[src/rtl/apb_master_bridge.sv]
// APB initiator: turns a valid/ready command port into APB SETUP/ACCESS transfers
// and returns a one-cycle response pulse carrying read data and error status.
module apb_master_bridge #(
  parameter int ADDR_W  = 8,
  parameter int DATA_W  = 32,
  parameter int TIMEOUT = 16
) (
  input  logic              clk,
  input  logic              rst,
  input  logic              cmd_valid,
  output logic              cmd_ready,
  input  logic              cmd_write,
  input  logic [ADDR_W-1:0] cmd_addr,
  input  logic [DATA_W-1:0] cmd_wdata,
  output logic              rsp_valid,
  output logic [DATA_W-1:0] rsp_rdata,
  output logic              rsp_err,
  output logic              psel,
  output logic              penable,
  output logic              pwrite,
  output logic [ADDR_W-1:0] paddr,
  output logic [DATA_W-1:0] pwdata,
  input  logic [DATA_W-1:0] prdata,
  input  logic              pready,
  input  logic              pslverr
);

  localparam int CNT_W = (TIMEOUT > 0) ? $clog2(TIMEOUT + 1) : 1;
  // The terminating edge is the one that would move the counter onto TIMEOUT.
  localparam logic [CNT_W-1:0] CNT_LAST = (TIMEOUT > 0) ? CNT_W'(TIMEOUT - 1) : '0;

  typedef enum logic [1:0] {
    ST_IDLE   = 2'd0,
    ST_SETUP  = 2'd1,
    ST_ACCESS = 2'd2
  } state_t;

  state_t            r_state, w_state;
  logic              r_psel, w_psel;
  logic              r_penable, w_penable;
  logic              r_pwrite, w_pwrite;
  logic [ADDR_W-1:0] r_paddr, w_paddr;
  logic [DATA_W-1:0] r_pwdata, w_pwdata;
  logic              r_rsp_valid, w_rsp_valid;
  logic [DATA_W-1:0] r_rsp_rdata, w_rsp_rdata;
  logic              r_rsp_err, w_rsp_err;
  logic [CNT_W-1:0]  r_cnt, w_cnt;
  logic              w_accept;
  logic              w_timeout_hit;

  assign cmd_ready     = !rst && ((r_state == ST_IDLE) || ((r_state == ST_ACCESS) && pready));
  assign w_accept      = cmd_valid && cmd_ready;
  assign w_timeout_hit = (TIMEOUT > 0) && (r_cnt == CNT_LAST);

  // State register and all registered bus/response outputs.
  always_ff @(posedge clk or posedge rst) begin
    if (rst) begin
      r_state     <= ST_IDLE;
      r_psel      <= 1'b0;
      r_penable   <= 1'b0;
      r_pwrite    <= 1'b0;
      r_paddr     <= '0;
      r_pwdata    <= '0;
      r_rsp_valid <= 1'b0;
      r_rsp_rdata <= '0;
      r_rsp_err   <= 1'b0;
      r_cnt       <= '0;
    end else begin
      r_state     <= w_state;
      r_psel      <= w_psel;
      r_penable   <= w_penable;
      r_pwrite    <= w_pwrite;
      r_paddr     <= w_paddr;
      r_pwdata    <= w_pwdata;
      r_rsp_valid <= w_rsp_valid;
      r_rsp_rdata <= w_rsp_rdata;
      r_rsp_err   <= w_rsp_err;
      r_cnt       <= w_cnt;
    end
  end

  // Next-state and next-output logic for the SETUP/ACCESS sequence.
  always_comb begin
    w_state     = r_state;
    w_psel      = r_psel;
    w_penable   = r_penable;
    w_pwrite    = r_pwrite;
    w_paddr     = r_paddr;
    w_pwdata    = r_pwdata;
    w_rsp_valid = 1'b0;
    w_rsp_rdata = r_rsp_rdata;
    w_rsp_err   = r_rsp_err;
    w_cnt       = r_cnt;
    case (r_state)
      ST_IDLE: begin
        if (w_accept) begin
          w_pwrite  = cmd_write;
          w_paddr   = cmd_addr;
          w_pwdata  = cmd_wdata;
          w_psel    = 1'b1;
          w_penable = 1'b0;
          w_state   = ST_SETUP;
        end else begin
          w_psel    = 1'b0;
          w_penable = 1'b0;
        end
      end
      ST_SETUP: begin
        w_penable = 1'b1;
        w_cnt     = '0;
        w_state   = ST_ACCESS;
      end
      ST_ACCESS: begin
        if (pready) begin
          w_rsp_valid = 1'b1;
          w_rsp_err   = pslverr;
          w_rsp_rdata = r_pwrite ? {DATA_W{1'b0}} : prdata;
          // A command accepted on the completion edge chains straight into SETUP.
          if (w_accept) begin
            w_pwrite  = cmd_write;
            w_paddr   = cmd_addr;
            w_pwdata  = cmd_wdata;
            w_psel    = 1'b1;
            w_penable = 1'b0;
            w_state   = ST_SETUP;
          end else begin
            w_psel    = 1'b0;
            w_penable = 1'b0;
            w_state   = ST_IDLE;
          end
        end else if (w_timeout_hit) begin
          w_rsp_valid = 1'b1;
          w_rsp_err   = 1'b1;
          w_rsp_rdata = '0;
          w_psel      = 1'b0;
          w_penable   = 1'b0;
          w_state     = ST_IDLE;
        end else begin
          w_cnt = r_cnt + CNT_W'(1);
        end
      end
      default: begin
        w_psel    = 1'b0;
        w_penable = 1'b0;
        w_state   = ST_IDLE;
      end
    endcase
  end

  assign psel      = r_psel;
  assign penable   = r_penable;
  assign pwrite    = r_pwrite;
  assign paddr     = r_paddr;
  assign pwdata    = r_pwdata;
  assign rsp_valid = r_rsp_valid;
  assign rsp_rdata = r_rsp_rdata;
  assign rsp_err   = r_rsp_err;

endmodule

[config.mk]
export PLATFORM = sky130hd
export DESIGN_NAME = apb_master_bridge
export DESIGN_NICKNAME = d
export VERILOG_FILES = /design/src/rtl/apb_master_bridge.sv
export SDC_FILE = /design/constraint.sdc
export NUM_CORES = 1
export LEC_CHECK = 0
export ABC_AREA = 1
export ABC_CLOCK_PERIOD_IN_PS = 2000
export BUFFER_PORTS_ARGS = -buffer_cell sky130_fd_sc_hd__clkbuf_2
export CELL_PAD_IN_SITES_DETAIL_PLACEMENT = 1
export CELL_PAD_IN_SITES_GLOBAL_PLACEMENT = 1
export CORE_MARGIN = 3
export CORE_UTILIZATION = 30
export DETAILED_ROUTE_END_ITERATION = 6
export PLACE_DENSITY = 0.8
export RECOVER_POWER = 50
export SLEW_MARGIN = 5
export SYNTH_ARGS = -nofsm -noshare
export SYNTH_HDL_FRONTEND = slang
export SYNTH_SLANG_ARGS = --single-unit
[constraint.sdc]
create_clock -name clk -period 2 [get_ports clk]
set_input_delay 0 -clock clk [delete_from_list [all_inputs] [get_ports clk]]
set_output_delay 0 -clock clk [all_outputs]
set_load 0.01 [all_outputs]
After elaboration in Yosys (flattened, before gate mapping):

Cells that the tools add are included.

* add/subtract/negate cells: 1
* equality and inequality tests: 8
* muxes and demuxes: 31
* bitwise logic cells: 1
* reductions and logical operators: 14

Operators with widths (count)
* 32-bit 2-to-1 mux: 5
* 32-bit one-hot mux with 2 select lines: 1
* 8-bit 2-to-1 mux: 2
* 8-bit one-hot mux with 2 select lines: 1
* 1-bit 2-to-1 mux: 12
* 5-bit 2-to-1 mux: 2
* 5-bit one-hot mux with 2 select lines: 1
* 2-bit != test (second input constant): 4
* 2-bit AND reduction: 4
* 2-bit 2-to-1 mux: 3
* 2-bit one-hot mux with 3 select lines: 1
* 2-bit nonzero test: 3
* 5-bit by 1-bit adder with 5-bit output (second input constant): 1
* 5-bit by 4-bit == test with 1-bit output (second input constant): 1
* 1-bit one-hot mux with 2 select lines: 2
* 1-bit logical AND: 3
* 3-bit != test (second input constant): 1
* 1-bit one-hot mux with 3 select lines: 1
* 3-bit AND reduction: 1
* 2-bit by 1-bit == test with 1-bit output (second input constant): 1
* 2-bit == test (second input constant): 1
* 2-bit zero test: 1
* 1-bit zero test: 1
* 1-bit logical OR: 1
* 1-bit inverter: 1

* bits in registers: 84
* input port bits: 78
* output and inout bits: 78
* word-level logic and storage cells: 65

Logic depth before layout (Yosys ltp):

* depth in word-level cells: 8
* depth in mapped cells: 10
* mapped depth without buffers: 10

Least setup slack after synthesis:

No wires, ideal clock.

* path kind: register to register
* from: reg r_cnt[0]
* to: reg r_cnt[2]
* setup time: 0.126 ns
* arrival time: 1.498 ns
* required time: 1.874 ns
* path slack: 0.376 ns
* cell stages (with the launch flop): 11
* buffers on the path: 0
* clock period less this slack: 1.624 ns
* cells stage by stage: dfrtp_1 > ha_1 > nand2_1 > nor2_1 > ha_1 > nor2_2 > nand2_2 > nand2_1 > inv_1 > nand2_1 > o21ai_0

* longest elaborated chain between the ends: 4
* elaborated cells between the ends (all ways): 7
* classes of those cells: 1 x add/sub; 2 x eq/ne; 3 x mux; 1 x reduce/logical

RTL lines
* from (decl): RTL line 47 `logic [CNT_W-1:0] r_cnt, w_cnt;`
* from (signal assigned): RTL line 78 `r_cnt <= w_cnt;`
* 5-bit by 1-bit adder with 5-bit output: RTL line 139 `w_cnt = r_cnt + CNT_W'(1);`
* 5-bit 2-to-1 mux: RTL line 131 `end else if (w_timeout_hit) begin`
* 5-bit 2-to-1 mux: RTL line 114 `if (pready) begin`
* 5-bit one-hot mux with 2 select lines: RTL line 94 `case (r_state)`

Several ways; a longest one is shown, not always the timed one. The select of a mux whose other input is x is not followed.
A chain may end at the register's enable or synchronous reset.

Worst setup path in the final report:

Ends and elaborated chain as after synthesis.

==> metrics.yaml <==
setup_ws_ns: 0.195
holdPathStages: 3
timing.rr.start: "r_cnt[0]$_DFFE_PP0P_"
initial_core_util_pct: 31.5
place_ws_ns: 0.135
critPathMaxFanout: 5
hpwl_mm: 7.17
grt_max_degree: 41
grt_pass1_vias: 3981
fin_nets: 681
hold_violations: 0
synth_common_cells: "199 x nand2_1, 84 x dfrtp_1, 35 x nand3_1"
htree_num_levels: 3
postCtsSetupBuffers: 0
route.detailed.drc: 0
rsz0062_at_grt: "no"
yosysSeqAreaShare_pct: 63.1
ant_nets: 0
core-area_mm2: 0.0106
yosysWarnings: 0
worst_pin_slew_ns: 1.19
setup_violations: 0
cts_buffers: 9
synth_ff_type: "dfrtp_1"
status: "finished, final reports clean"
ff2ff_path_depth: 10
yosysMostFrequentCell: "nand2_1"
ctsRootBufferMaster: "clkbuf_8"
report.final.slew_viol_count: 0
r2r_slack_ns: 0.20
fillers: 1285
maxCapViolCount: 0
crit_required_ns: 2.22
postPlaceCellArea_mm2: 0.00426
synth.area.top_cells: "dfrtp_1 63%, nand2_1 22%, nand3_1 5.3%"
async_reset_ff_share_pct: 100
viasPerCell: 4.59
crit_buf_inv: 1
max_stage_delay_ns: 0.43
cpMostUsedCell: "nand2_1"
startpoint_type: "flop"
port-buffer-count: 155
synth_top_area_share_pct: 63.1
grt_usage_pct: 19.5
std_cell_rows: 37
r2r_end: "r_cnt[2]$_DFFE_PP0P_"
vdd_drop_max_uv: 346
die_area_mm2: 0.0124
fin_area_mm2: 0.00511
fin_crit_sh_pct: 90.2
endpoint: "r_cnt[2]$_DFFE_PP0P_"
cellLeakagePower_uw: 0.00268
syn_inst: 368
synth_top_area_cell: "dfrtp_1"
die_h_um: 111
cts_max_path_buffers: 2
synth_area_mm2: 0.00333
gp_congestion: 0.802
critical_path_cell_count: 10
grt_pass1_wl_mm: 19.8
overflow: 0
die_w_um: 111
p_per_area_mw_per_mm2: 976
crit_path_top_delay_cell: "dfrtp_1"
syn_avg_cell_area_um2: 9.05
cts_sinks: 84
wl_mm: 12.0
finalSetupTns_ns: 0
fmax_mhz: 554
cp-end-kind: "flop"
final.min_clock_period_ns: 1.80
clk-insertion-delay-late_ns: 0.34
antenna_found_initial: 0
ys_seq_elements: 84
first_pass_iters: 4
critPathArrivalTime_ns: 2.03
area_growth_pct: 53.6
cp_top_family: "simple AND/OR/NAND/NOR gates"
hold_ws_ns: 0.0451
hp-class: "input pin to flop"
skew_ns: 0.0114
path_class: "flop to flop"
via_count: 3403
cts.reportedPaths.clkPinSlew_ns: 0.08
drive_gt1_share_pct: 18.5
cts_tree: "built"
diodes: 0
synth_edf_count: 0
cp-startpoint: "r_cnt[0]$_DFFE_PP0P_"
yosysUniqueCellTypes: 21
path_cells: "ha_1 > nand2_1 > nor2_1 > ha_1 > nor2_4 > nand2_2 > nand2_1 > inv_1 > nand2_1 > o21ai_0"
slew_headroom_pct: 20.5
routedWlPerCell_um: 16.2
syn_nets: 448
drt_iter0_drc: 224
boundaryPins: 156
==> worst reg2reg max path: stages, from the launching register on <==
cell and delay, ns:
dfrtp_1 0.43, ha_1 0.25, nand2_1 0.08, nor2_1 0.04, ha_1 0.20, nor2_4 0.16
nand2_2 0.11, nand2_1 0.14, inv_1 0.11, nand2_1 0.08, o21ai_0 0.08
==> placed cells by master (no fill, tap or decap), types with 4 or more instances in the layout <==
master         instances
buf_4                  5
clkbuf_1              78
clkbuf_2              77
clkbuf_8              11
dfrtp_1               84
dlygate4sd3_1         76
inv_1                  5
inv_2                  5
nand2_1              199
nand3_1               35
nor2_1                 6
nor2_4                 4
==> per-layer routing <==
metal  share of wire (%)  track usage (%)
met4                 1.9             6.00
met3                 7.4             6.14
met5                   0                0
met2                  50             35.5
met1                  41             21.7
==> worst min-delay path by stage <==
| stage | start | end |
|---|---|---|
| 4_1_cts | pready | rsp_valid$_DFF_PP0_ |
| 6_report | pready | rsp_valid$_DFF_PP0_ |
| 3_5_place_dp | rst | pwdata[9]$_DFFE_PP0P_ |
| 3_3_place_gp | rst | pwdata[0]$_DFFE_PP0P_ |
| 5_1_grt | pready | rsp_valid$_DFF_PP0_ |
| 2_1_floorplan | cmd_addr[0] | paddr[0]$_DFFE_PP0P_ |
==> sequential cells by signal (all words and copies together) (netlist names) <==
register,flops
r_state,2
pwdata,32
paddr,8
pwrite,1
rsp_valid,1
rsp_rdata,32
r_cnt,5
psel,1
rsp_err,1
penable,1
==> what timing repair did <==
action	4_1_cts	5_1_grt
hold endpoints to repair	100	0
hold buffers	76	0
endpoints found under the setup margin	0	3
resized for setup	0	1
==> area by class of cell <==
| type | count | area [um^2] | share of cell area, % |
|---|---|---|---|
| Clock inverter | 4 | 48.8 | 0.954 |
| Multi-Input combinational cell | 256 | 1070 | 21.0 |
| Clock buffer | 11 | 151 | 2.96 |
| Sequential cell | 84 | 2100 | 41.1 |
| Timing Repair Buffer | 239 | 1520 | 29.8 |
| Tap cell | 136 | 170 | 3.33 |
| Inverter | 11 | 42.5 | 0.832 |
==> cell families (layout without fill, tap and decap cells) <==
kind of cell    Yosys count  after routing  synth area share, %
simple gates            248            248                 30.3
flops                    84             84                 63.1
buf+inv                  28            265                 4.77
compound gates            5              5                0.789
fa+ha+maj                 2              2                0.751
xor+xnor                  1              1                0.263
==> stage by stage <==
| step | utilization [%] | instances | total power, uW |
|---|---|---|---|
| 2_1_floorplan | - | 368 | 3040 |
| 3_3_place_gp | 40.4 | 650 | 3650 |
| 3_5_place_dp | 40.4 | 650 | 3730 |
| 4_1_cts | 49.5 | 741 | 5110 |
| 5_1_grt | 48.4 | 741 | 5320 |
| 6_report | 48.4 | 741 | 4990 |
==> power breakdown <==
part | total [uW] | switching (uW) | internal, uW
Combinational | 1380 | 848 | 529
Sequential | 2370 | 267 | 2110
Clock | 1240 | 600 | 637
Power figures use the tool's default switching activity.
